==> config.mk <==
export PLATFORM = sky130hd
export DESIGN_NAME = psum_output_packer_flat
export DESIGN_NICKNAME = d
export VERILOG_FILES = /design/src/rtl/psum_output_packer_if.sv /design/src/rtl/psum_output_packer.sv /design/src/flat_wrapper.sv
export SDC_FILE = /design/constraint.sdc
export NUM_CORES = 1
export LEC_CHECK = 0
export BUFFER_PORTS_ARGS = -buffer_cell sky130_fd_sc_hd__buf_2
export CELL_PAD_IN_SITES_DETAIL_PLACEMENT = 1
export CELL_PAD_IN_SITES_GLOBAL_PLACEMENT = 2
export CORE_MARGIN = 1.5
export CORE_UTILIZATION = 40
export CTS_CLUSTER_DIAMETER = 200
export DETAILED_ROUTE_END_ITERATION = 10
export PLACE_DENSITY = 0.92
export SKIP_LAST_GASP = 1
export SYNTH_ARGS = -nofsm -noshare
export SYNTH_HDL_FRONTEND = slang
export SYNTH_SLANG_ARGS = --single-unit
==> constraint.sdc <==
create_clock -name clk -period 10 [get_ports clk]
set_input_delay 1 -clock clk [delete_from_list [all_inputs] [get_ports clk]]
set_output_delay 1 -clock clk [all_outputs]
set_load 0.005 [all_outputs]
==> src/rtl/psum_output_packer_if.sv <==
// Bundle between the psum accumulator, the output packer and the OFM write path.
// The packer uses the slave modport; the upstream/bench side uses master.
interface psum_output_packer_if #(
    parameter int BIT_WIDTH  = 8,
    parameter int NUM_KERNEL = 4,
    parameter int OUT_WIDTH  = 32
);
    logic [NUM_KERNEL-1:0] i_conf_relu;
    logic                  i_flush;
    logic [BIT_WIDTH-1:0]  i_psum_kn0;
    logic [BIT_WIDTH-1:0]  i_psum_kn1;
    logic [BIT_WIDTH-1:0]  i_psum_kn2;
    logic [BIT_WIDTH-1:0]  i_psum_kn3;
    logic                  i_psum_kn0_val;
    logic                  i_psum_kn1_val;
    logic                  i_psum_kn2_val;
    logic                  i_psum_kn3_val;
    logic [OUT_WIDTH-1:0]  o_data;
    logic [1:0]            o_data_kn;
    logic                  o_data_val;
    logic                  i_data_rdy;
    logic                  o_err_ovf;
    logic                  o_busy;

    modport master (
        output i_conf_relu, i_flush,
        output i_psum_kn0, i_psum_kn1, i_psum_kn2, i_psum_kn3,
        output i_psum_kn0_val, i_psum_kn1_val, i_psum_kn2_val, i_psum_kn3_val,
        output i_data_rdy,
        input  o_data, o_data_kn, o_data_val, o_err_ovf, o_busy
    );

    modport slave (
        input  i_conf_relu, i_flush,
        input  i_psum_kn0, i_psum_kn1, i_psum_kn2, i_psum_kn3,
        input  i_psum_kn0_val, i_psum_kn1_val, i_psum_kn2_val, i_psum_kn3_val,
        input  i_data_rdy,
        output o_data, o_data_kn, o_data_val, o_err_ovf, o_busy
    );
endinterface

==> src/rtl/psum_output_packer.sv <==
// Per-kernel ReLU + byte packing into 32-bit words, with round-robin
// arbitration of the four lane hold registers onto one valid/ready port.
module psum_packer_lane #(
    parameter int BIT_WIDTH = 8,
    parameter int OUT_WIDTH = 32
) (
    input  logic                 clk,
    input  logic                 rst,
    input  logic [BIT_WIDTH-1:0] psum,
    input  logic                 psum_val,
    input  logic                 relu,
    input  logic                 flush,
    input  logic                 drain,
    output logic [OUT_WIDTH-1:0] hold,
    output logic                 hold_val,
    output logic                 pending,
    output logic                 ovf
);
    localparam int PACK_W = OUT_WIDTH - BIT_WIDTH;

    logic [PACK_W-1:0]    pack, pack_nxt;
    logic [1:0]           cnt, cnt_nxt;
    logic [BIT_WIDTH-1:0] byte_in;
    logic [OUT_WIDTH-1:0] word;
    logic                 done;

    always_comb begin
        byte_in  = (relu && psum[BIT_WIDTH-1]) ? '0 : psum;
        pack_nxt = pack;
        cnt_nxt  = cnt;
        word     = '0;
        done     = 1'b0;
        if (psum_val) begin
            if (cnt == 2'd3) begin
                word = {byte_in, pack};
                done = 1'b1;
            end else begin
                for (int i = 0; i < 3; i++)
                    if (cnt == 2'(i)) pack_nxt[i*BIT_WIDTH +: BIT_WIDTH] = byte_in;
                cnt_nxt = cnt + 2'd1;
            end
        end
        // A flush that lands with the 4th byte is already a full word, so only
        // partial words are padded here; unused pack bytes are always zero.
        if (flush && !done && cnt_nxt != 2'd0) begin
            word = {{BIT_WIDTH{1'b0}}, pack_nxt};
            done = 1'b1;
        end
    end

    assign ovf     = done && hold_val && !drain;
    assign pending = (cnt != 2'd0);

    always_ff @(posedge clk or posedge rst) begin
        if (rst) begin
            pack     <= '0;
            cnt      <= '0;
            hold     <= '0;
            hold_val <= 1'b0;
        end else if (done) begin
            pack <= '0;
            cnt  <= '0;
            // Occupied, undrained hold keeps the older word; the new one is lost.
            if (!hold_val || drain) begin
                hold     <= word;
                hold_val <= 1'b1;
            end
        end else begin
            pack <= pack_nxt;
            cnt  <= cnt_nxt;
            if (drain) hold_val <= 1'b0;
        end
    end
endmodule

module psum_output_packer #(
    parameter int BIT_WIDTH  = 8,
    parameter int NUM_KERNEL = 4,
    parameter int OUT_WIDTH  = 32
) (
    input  logic                 clk,
    input  logic                 rst,
    psum_output_packer_if.slave  bus
);
    logic [NUM_KERNEL-1:0][BIT_WIDTH-1:0] psum;
    logic [NUM_KERNEL-1:0]                psum_val;
    logic [NUM_KERNEL-1:0][OUT_WIDTH-1:0] hold;
    logic [NUM_KERNEL-1:0]                hold_val, pending, ovf, drain;
    logic [1:0]                           rr_ptr, grant, idx;
    logic                                 grant_ok, load;

    assign psum     = {bus.i_psum_kn3, bus.i_psum_kn2, bus.i_psum_kn1, bus.i_psum_kn0};
    assign psum_val = {bus.i_psum_kn3_val, bus.i_psum_kn2_val,
                       bus.i_psum_kn1_val, bus.i_psum_kn0_val};

    for (genvar k = 0; k < NUM_KERNEL; k++) begin : g_lane
        psum_packer_lane #(.BIT_WIDTH(BIT_WIDTH), .OUT_WIDTH(OUT_WIDTH)) u_lane (
            .clk      (clk),
            .rst      (rst),
            .psum     (psum[k]),
            .psum_val (psum_val[k]),
            .relu     (bus.i_conf_relu[k]),
            .flush    (bus.i_flush),
            .drain    (drain[k]),
            .hold     (hold[k]),
            .hold_val (hold_val[k]),
            .pending  (pending[k]),
            .ovf      (ovf[k])
        );
    end

    assign load = !bus.o_data_val || bus.i_data_rdy;

    // Search starts one past the last grant; i==4 wraps back to rr_ptr itself.
    always_comb begin
        grant    = '0;
        grant_ok = 1'b0;
        idx      = '0;
        for (int i = 1; i <= NUM_KERNEL; i++) begin
            idx = rr_ptr + 2'(i);
            if (!grant_ok && hold_val[idx]) begin
                grant    = idx;
                grant_ok = 1'b1;
            end
        end
    end

    always_comb begin
        drain = '0;
        if (load && grant_ok) drain[grant] = 1'b1;
    end

    always_ff @(posedge clk or posedge rst) begin
        if (rst) begin
            bus.o_data     <= '0;
            bus.o_data_kn  <= '0;
            bus.o_data_val <= 1'b0;
            bus.o_err_ovf  <= 1'b0;
            rr_ptr         <= 2'd3;
        end else begin
            if (load) begin
                if (grant_ok) begin
                    bus.o_data     <= hold[grant];
                    bus.o_data_kn  <= grant;
                    bus.o_data_val <= 1'b1;
                    rr_ptr         <= grant;
                end else begin
                    bus.o_data_val <= 1'b0;
                end
            end
            if (|ovf) bus.o_err_ovf <= 1'b1;
        end
    end

    assign bus.o_busy = (|pending) || (|hold_val) || bus.o_data_val;
endmodule

==> src/flat_wrapper.sv <==
// flat-port wrapper written by rule: the top's interface ports become plain ports
module psum_output_packer_flat 
#(
    parameter int BIT_WIDTH  = 8,
    parameter int NUM_KERNEL = 4,
    parameter int OUT_WIDTH  = 32
)
  (clk, rst, bus_i_conf_relu, bus_i_flush, bus_i_psum_kn0, bus_i_psum_kn1, bus_i_psum_kn2, bus_i_psum_kn3, bus_i_psum_kn0_val, bus_i_psum_kn1_val, bus_i_psum_kn2_val, bus_i_psum_kn3_val, bus_i_data_rdy, bus_o_data, bus_o_data_kn, bus_o_data_val, bus_o_err_ovf, bus_o_busy);
  psum_output_packer_if #(.BIT_WIDTH(BIT_WIDTH), .NUM_KERNEL(NUM_KERNEL), .OUT_WIDTH(OUT_WIDTH)) bus_i ();
  input  logic clk;
  input  logic rst;
  input wire logic [$bits(bus_i.i_conf_relu)-1:0] bus_i_conf_relu;
  input wire logic [$bits(bus_i.i_flush)-1:0] bus_i_flush;
  input wire logic [$bits(bus_i.i_psum_kn0)-1:0] bus_i_psum_kn0;
  input wire logic [$bits(bus_i.i_psum_kn1)-1:0] bus_i_psum_kn1;
  input wire logic [$bits(bus_i.i_psum_kn2)-1:0] bus_i_psum_kn2;
  input wire logic [$bits(bus_i.i_psum_kn3)-1:0] bus_i_psum_kn3;
  input wire logic [$bits(bus_i.i_psum_kn0_val)-1:0] bus_i_psum_kn0_val;
  input wire logic [$bits(bus_i.i_psum_kn1_val)-1:0] bus_i_psum_kn1_val;
  input wire logic [$bits(bus_i.i_psum_kn2_val)-1:0] bus_i_psum_kn2_val;
  input wire logic [$bits(bus_i.i_psum_kn3_val)-1:0] bus_i_psum_kn3_val;
  input wire logic [$bits(bus_i.i_data_rdy)-1:0] bus_i_data_rdy;
  output wire logic [$bits(bus_i.o_data)-1:0] bus_o_data;
  output wire logic [$bits(bus_i.o_data_kn)-1:0] bus_o_data_kn;
  output wire logic [$bits(bus_i.o_data_val)-1:0] bus_o_data_val;
  output wire logic [$bits(bus_i.o_err_ovf)-1:0] bus_o_err_ovf;
  output wire logic [$bits(bus_i.o_busy)-1:0] bus_o_busy;
  assign bus_i.i_conf_relu = bus_i_conf_relu;
  assign bus_i.i_flush = bus_i_flush;
  assign bus_i.i_psum_kn0 = bus_i_psum_kn0;
  assign bus_i.i_psum_kn1 = bus_i_psum_kn1;
  assign bus_i.i_psum_kn2 = bus_i_psum_kn2;
  assign bus_i.i_psum_kn3 = bus_i_psum_kn3;
  assign bus_i.i_psum_kn0_val = bus_i_psum_kn0_val;
  assign bus_i.i_psum_kn1_val = bus_i_psum_kn1_val;
  assign bus_i.i_psum_kn2_val = bus_i_psum_kn2_val;
  assign bus_i.i_psum_kn3_val = bus_i_psum_kn3_val;
  assign bus_i.i_data_rdy = bus_i_data_rdy;
  assign bus_o_data = bus_i.o_data;
  assign bus_o_data_kn = bus_i.o_data_kn;
  assign bus_o_data_val = bus_i.o_data_val;
  assign bus_o_err_ovf = bus_i.o_err_ovf;
  assign bus_o_busy = bus_i.o_busy;
  psum_output_packer #(.BIT_WIDTH(BIT_WIDTH), .NUM_KERNEL(NUM_KERNEL), .OUT_WIDTH(OUT_WIDTH)) u_core (.clk(clk), .rst(rst), .bus(bus_i));
endmodule
# Word level (Yosys, flattened, before mapping)
# Cells that the tools add are included.
[word_totals] regBits=274 in_bits=44 elab_cells=224
[op_classes] n_addsub=7 n_lt_le_gt_ge=6 eq_ne=16 n_mux=98 reduce_logical=76
[op_table] operator="$mux 32" n=13
[op_table] operator="$mux 24" n=12
[op_table] operator="$mux 8" n=16
[op_table] operator="$bmux 32 s2" n=1
[op_table] operator="$mux 1" n=34
[op_table] operator="$mux 2" n=16
[op_table] operator="$logic_and 1x1->1" n=25
[op_table] operator="$reduce_bool 2->1" n=12
[op_table] operator="$reduce_and 2->1" n=9
[op_table] operator="$eq 2x2->1 const B" n=8
[op_table] operator="$logic_not 1->1" n=16
[op_table] operator="$lt 2x3->1 const B" n=5
[op_table] operator="$reduce_or 4->1" n=3
[op_table] operator="$add 2x1->2 const B" n=5
[op_table] operator="$bmux 1 s2" n=4
[op_table] operator="$eq 2x1->1 const B" n=4
[op_table] operator="$logic_not 2->1" n=4
[op_table] operator="$ne 2x1->1 const B" n=4
[op_table] operator="$logic_or 1x1->1" n=7
[op_table] operator="$add 2x2->2 const B" n=2
[op_table] operator="$mux 4" n=1
[op_table] operator="$demux 1 s2" n=1
[op_table] operator="$ge 2x1->1 const B" n=1

# Depth between registers and ports, before layout
[logic_depth] word_depth=21 mapped_depth=9 depth_no_buf=5

# Modules after synthesis
# A second synthesis with hierarchy kept.
[unflattened] hier_cells=1403 hier_area_um2=13548.0
[modules_own_cells] mod="psum_packer_lane" n_inst=4 cells_each=275 area_each_um2=2706.3 seq_area_each_um2=1476.4
[modules_own_cells] mod="psum_output_packer" n_inst=1 cells_each=303 area_each_um2=2722.6 seq_area_each_um2=953.4

# Worst setup path after synthesis
# No wires, ideal clock.
[synth_timing] kind="in2reg" startpoint="in bus_i_psum_kn3_val" endpoint="reg u_core.g_lane[3].u_lane.hold[0]" t_arrival_ns=2.651 path_slack_ns=7.225 path_stages=6 path_cell_list="clkbuf_1 > a21oi_1 > o21ai_1 > a21boi_2 > buf_4 > mux2_2"
[synth_between] elab_chain_cells=6
[synth_rtl] element="start, declared" line="flat_wrapper.sv:21" source="input wire logic [$bits(bus_i.i_psum_kn3_val)-1:0] bus_i_psum_kn3_val;"
[synth_rtl] element="$mux 1" line="psum_output_packer.sv:33" source="if (psum_val) begin"
[synth_rtl] element="$logic_not 1->1" line="psum_output_packer.sv:45" source="if (flush && !done && cnt_nxt != 2'd0) begin"
[synth_rtl] element="$logic_and 1x1->1 (2 in a row)" line="psum_output_packer.sv:45"
[synth_rtl] element="$mux 1" line="psum_output_packer.sv:45"
[synth_rtl] element="$reduce_and 2->1 (no line)"
[synth_rtl] element="end signal, assigned" line="psum_output_packer.sv:65" source="hold <= word;"
[synth_rtl] element="end, declared" line="psum_output_packer.sv:14" source="output logic [OUT_WIDTH-1:0] hold,"
# Parallel ways exist; a longest one is shown, timed or not.
# A chain may end at the register's enable or synchronous reset.

# Worst setup path after layout
[layout_timing] startpoint="reg u_core.g_lane[3].u_lane.hold_val" endpoint="reg u_core.g_lane[3].u_lane.hold[7]"
[layout_between] elab_chain_cells=19
[layout_rtl] element="start, declared" line="psum_output_packer.sv:15" source="output logic hold_val,"
[layout_rtl] element="start signal, assigned" line="psum_output_packer.sv:59" source="hold_val <= 1'b0;"
[layout_rtl] element="start signal, assigned" line="psum_output_packer.sv:66" source="hold_val <= 1'b1;"
[layout_rtl] element="start signal, assigned" line="psum_output_packer.sv:71" source="if (drain) hold_val <= 1'b0;"
[layout_rtl] element="$bmux 1 s2" line="psum_output_packer.sv:121" source="if (!grant_ok && hold_val[idx]) begin"
[layout_rtl] element="$mux 1 (not written as such)" line="psum_output_packer.sv:121"
[layout_rtl] element="$mux 1" line="psum_output_packer.sv:121"
[layout_rtl] element="$logic_not 1->1" line="psum_output_packer.sv:121"
[layout_rtl] element="$logic_and 1x1->1" line="psum_output_packer.sv:121"
[layout_rtl] element="$mux 1" line="psum_output_packer.sv:121"
[layout_rtl] element="$logic_not 1->1" line="psum_output_packer.sv:121"
[layout_rtl] element="$logic_and 1x1->1" line="psum_output_packer.sv:121"
[layout_rtl] element="(+3 left out)"
[layout_rtl] element="$mux 2" line="psum_output_packer.sv:121"
[layout_rtl] element="$lt 2x3->1 (not written as such) / $ge 2x1->1 (equally long branches)" line="psum_output_packer.sv:130" source="if (load && grant_ok) drain[grant] = 1'b1;"
[layout_rtl] element="$logic_and 1x1->1 (not written as such)" line="psum_output_packer.sv:130"
[layout_rtl] element="$mux 1 (not written as such)" line="psum_output_packer.sv:130"
[layout_rtl] element="$demux 1 s2"
[layout_rtl] element="$mux 4" line="psum_output_packer.sv:130"
[layout_rtl] element="$logic_or 1x1->1 (*)" line="psum_output_packer.sv:64" source="if (!hold_val || drain) begin"
[layout_rtl] element="$reduce_and 2->1 (no line) (*)"
# Every way passes the cells marked *; elsewhere a longest branch is shown, timed or not. The select of a mux whose other input is x is not followed.

==> results.sh <==
export IMPL_criticalPathCategory="flip-flop to flip-flop"
export IMPL_grt_pass1_wl_mm=63.8
export IMPL_vias=10200
export IMPL_cts_tree="done"
export IMPL_cts_hold_buf=0
export IMPL_synth_async_sr_flop_share=1.00
export IMPL_pin_count=81
export IMPL_cts_buffers=29
export IMPL_syn_to_final_growth_pct=12.5
export IMPL_period_needed_ns=3.88
export IMPL_syn_num_nets=1297
export IMPL_antenna_found_initial=0
export IMPL_critical_path_max_stage_delay_ns=1.07
export IMPL_wl_mm=40.4
export IMPL_fin_crit_sh=0.388
export IMPL_yosysUniqueCellTypes=57
export IMPL_detail_route_drc_violations=0
export IMPL_cts_max_path_buffers=3
export IMPL_hold_violations=0
export IMPL_syn_area_um2=12800
export IMPL_path_buf_inv=0
export IMPL_dp_cells=1646
export IMPL_avgSynthCellArea_um2=10.2
export IMPL_relSlewSlack=0.117
export IMPL_setup_tns_ns=0
export IMPL_die_h_um=182
export IMPL_final_max_slew_viol_count=0
export IMPL_setup_viol=0
export IMPL_hpwlAfterDp_mm=27.8
export IMPL_skew_ns=0.0102
export IMPL_fmax_mhz=258
export IMPL_worstPathCellList="nand3b_1, a31oi_4, o211ai_1, a21boi_2, mux2_2"
export IMPL_powerDensity_nw_per_um2=262
export IMPL_drive_gt1_frac=0.203
export IMPL_end_kind="flip-flop"
export IMPL_synth_edf_count=0
export IMPL_leakage_nw=6.48
export IMPL_drt_first_pass_iters=6
export IMPL_cp_start_kind="flip-flop"
export IMPL_grt_max_degree=138
export IMPL_run_status="completed"
export IMPL_viasPerCell=6.03
export IMPL_insertion_delay_ns=0.56
export IMPL_post_cts_resize_count=0
export IMPL_drt_iter0_drc=1072
export IMPL_ys_seq_elements=274
export IMPL_rsz0062_at_grt="false"
export IMPL_worst_path_dominant_cell_family="compound AO/OA/AOI/OAI gates"
export IMPL_final_antenna_net_count=0
export IMPL_fin_util=0.457
export IMPL_grtUsageTotal=0.247
export IMPL_gr_total_overflow=0
export IMPL_start_util=0.406
export IMPL_layout_commonest_cell="dfrtp_1"
export IMPL_post_cts_setup_buffers=0
export IMPL_critPathSlowestCell="a21boi_2"
export IMPL_die_x_um=182
export IMPL_die_area_um2=33100
export IMPL_synth_top_area_frac=0.531
export IMPL_peakVddDrop_v=0.000135
export IMPL_hp_class="flip-flop to flip-flop"
export IMPL_yosysTopAreaCell="dfrtp_1"
export IMPL_clock_root_buffer="clkbuf_16"
export IMPL_critPathMaxFanout=32
export IMPL_arrival_ns=4.31
export IMPL_maxCapViolations=0
export IMPL_finalWeightedCongestion=0.816
export IMPL_tightest_slew_ns=1.32
export IMPL_diodes=0
export IMPL_grt_pass1_vias=10500
export IMPL_std_cell_rows=65
export IMPL_htree_levels=1
export IMPL_critical_path_required_ns=10.43
export IMPL_stdcell_count=1697
export IMPL_io_buffers=80
export IMPL_syn_inst=1253
export IMPL_ys_seq_area_frac=0.535
export IMPL_final_cell_mix="dfrtp_1 (272), nand2_1 (192), a21oi_1 (133)"
export IMPL_cts_sinks=274
export IMPL_synthFlopType="dfrtp_1"
export IMPL_ys_warn_count=0
export IMPL_cts_reportedPaths_clkPinSlew_ns=0.06
export IMPL_core_area_um2=31600
export IMPL_drt_wirelength_per_cell_um=23.8
export IMPL_synth_area_leaders="dfrtp_1 (53%), mux2_2 (8.9%), nand2_1 (5.6%)"
export IMPL_fin_nets=1319
-- power breakdown --
| group | total (mW) | leakage [nW] | switching (mW) | internal [mW] |
|---|---|---|---|---|
| clock network | 1.12 | 0.480 | 0.452 | 0.665 |
| logic | 1.13 | 2.31 | 0.704 | 0.422 |
| registers | 1.53 | 3.69 | 0.203 | 1.33 |
-- layout make-up --
class / count / area (um^2)
clock buffer: 43 / 858
clock inverter: 8 / 118
fill: 3519 / 17100
inverter: 7 / 33.8
multi-input combinational: 874 / 5590
sequential: 274 / 6860
tap: 402 / 503
timing repair buffer: 89 / 468
-- worst paths after layout --
check / cells after the start / slack, ns / end / start
worst min register to register: 2 / 0.48 / u_core.bus.o_data[3] / u_core.bus.o_data[3]
min in group asynchronous: 2 / 0.66 / u_core.g_lane[2].u_lane.hold[2] / rst
worst max-delay path: 5 / 6.12 / u_core.g_lane[3].u_lane.hold[7] / u_core.g_lane[3].u_lane.hold_val
max in group asynchronous: 4 / 6.99 / u_core.g_lane[1].u_lane.hold[2] / rst
worst min-delay path: 2 / 0.48 / u_core.bus.o_data[3] / u_core.bus.o_data[3]
worst max register to register: 5 / 6.12 / u_core.g_lane[3].u_lane.hold[7] / u_core.g_lane[3].u_lane.hold_val
-- Yosys cell counts, types with 6 or more instances --
cell and instances:
mux2_2 101, nor2b_1 7, a22o_1 82, a32oi_1 15
and2_1 22, buf_1 6, nor2_1 94, a21oi_1 134
o21ai_0 54, a31oi_1 16, buf_2 15, nand3_1 25
a222oi_1 30, a32o_1 15, nand2_1 192, a22oi_1 8
o21ai_1 14, dfrtp_1 272, clkbuf_1 74, inv_1 7
-- cell families (layout without fill, tap and decap cells) --
kind of cell	after synthesis	in the layout	share of synthesized area
AO/OA/AOI/OAI	392	392	0.210
flip-flops	274	274	0.535
buffers and inverters	105	147	0.0334
multiplexers	106	106	0.0944
AND/OR/NAND/NOR	370	370	0.124
XOR/XNOR	6	6	0.00410
-- through the flow --
stage	area (um^2)	hold WS, ns	power, mW	setup WS [ns]
6_report	14400	0.481	3.78	6.12
5_1_grt	14400	0.507	3.94	5.87
3_5_place_dp	13400	0.465	2.65	6.17
4_1_cts	14400	0.486	3.78	6.17
3_3_place_gp	13400	0.462	2.60	6.33
2_1_floorplan	12800	0.458	2.24	1.45
-- sequential cells by signal, indices dropped and copies added (netlist names) --
name,flops
u_core.g_lane.u_lane.hold,128
u_core.g_lane.u_lane.pack,96
u_core.bus.o_data,32
u_core.g_lane.u_lane.cnt,8
u_core.g_lane.u_lane.hold_val,4
u_core.bus.o_data_kn,2
u_core.rr_ptr,2
u_core.bus.o_data_val,1
u_core.bus.o_err_ovf,1
-- worst min-delay path: stages, from the launching register on --
cell and delay [ns]:
dfrtp_1 0.34, nand2_1 0.05, o21ai_0 0.06
-- layer usage --
metal  GRT usage  vias to the layer above  share of wire
met1       0.350                     5301           0.46
met5           0                        -              0
met2       0.381                      286           0.45
li1            -                     4573              -
met4       0.104                        0          0.042
met3      0.0349                       67          0.053
Power figures use the tool's default switching activity.
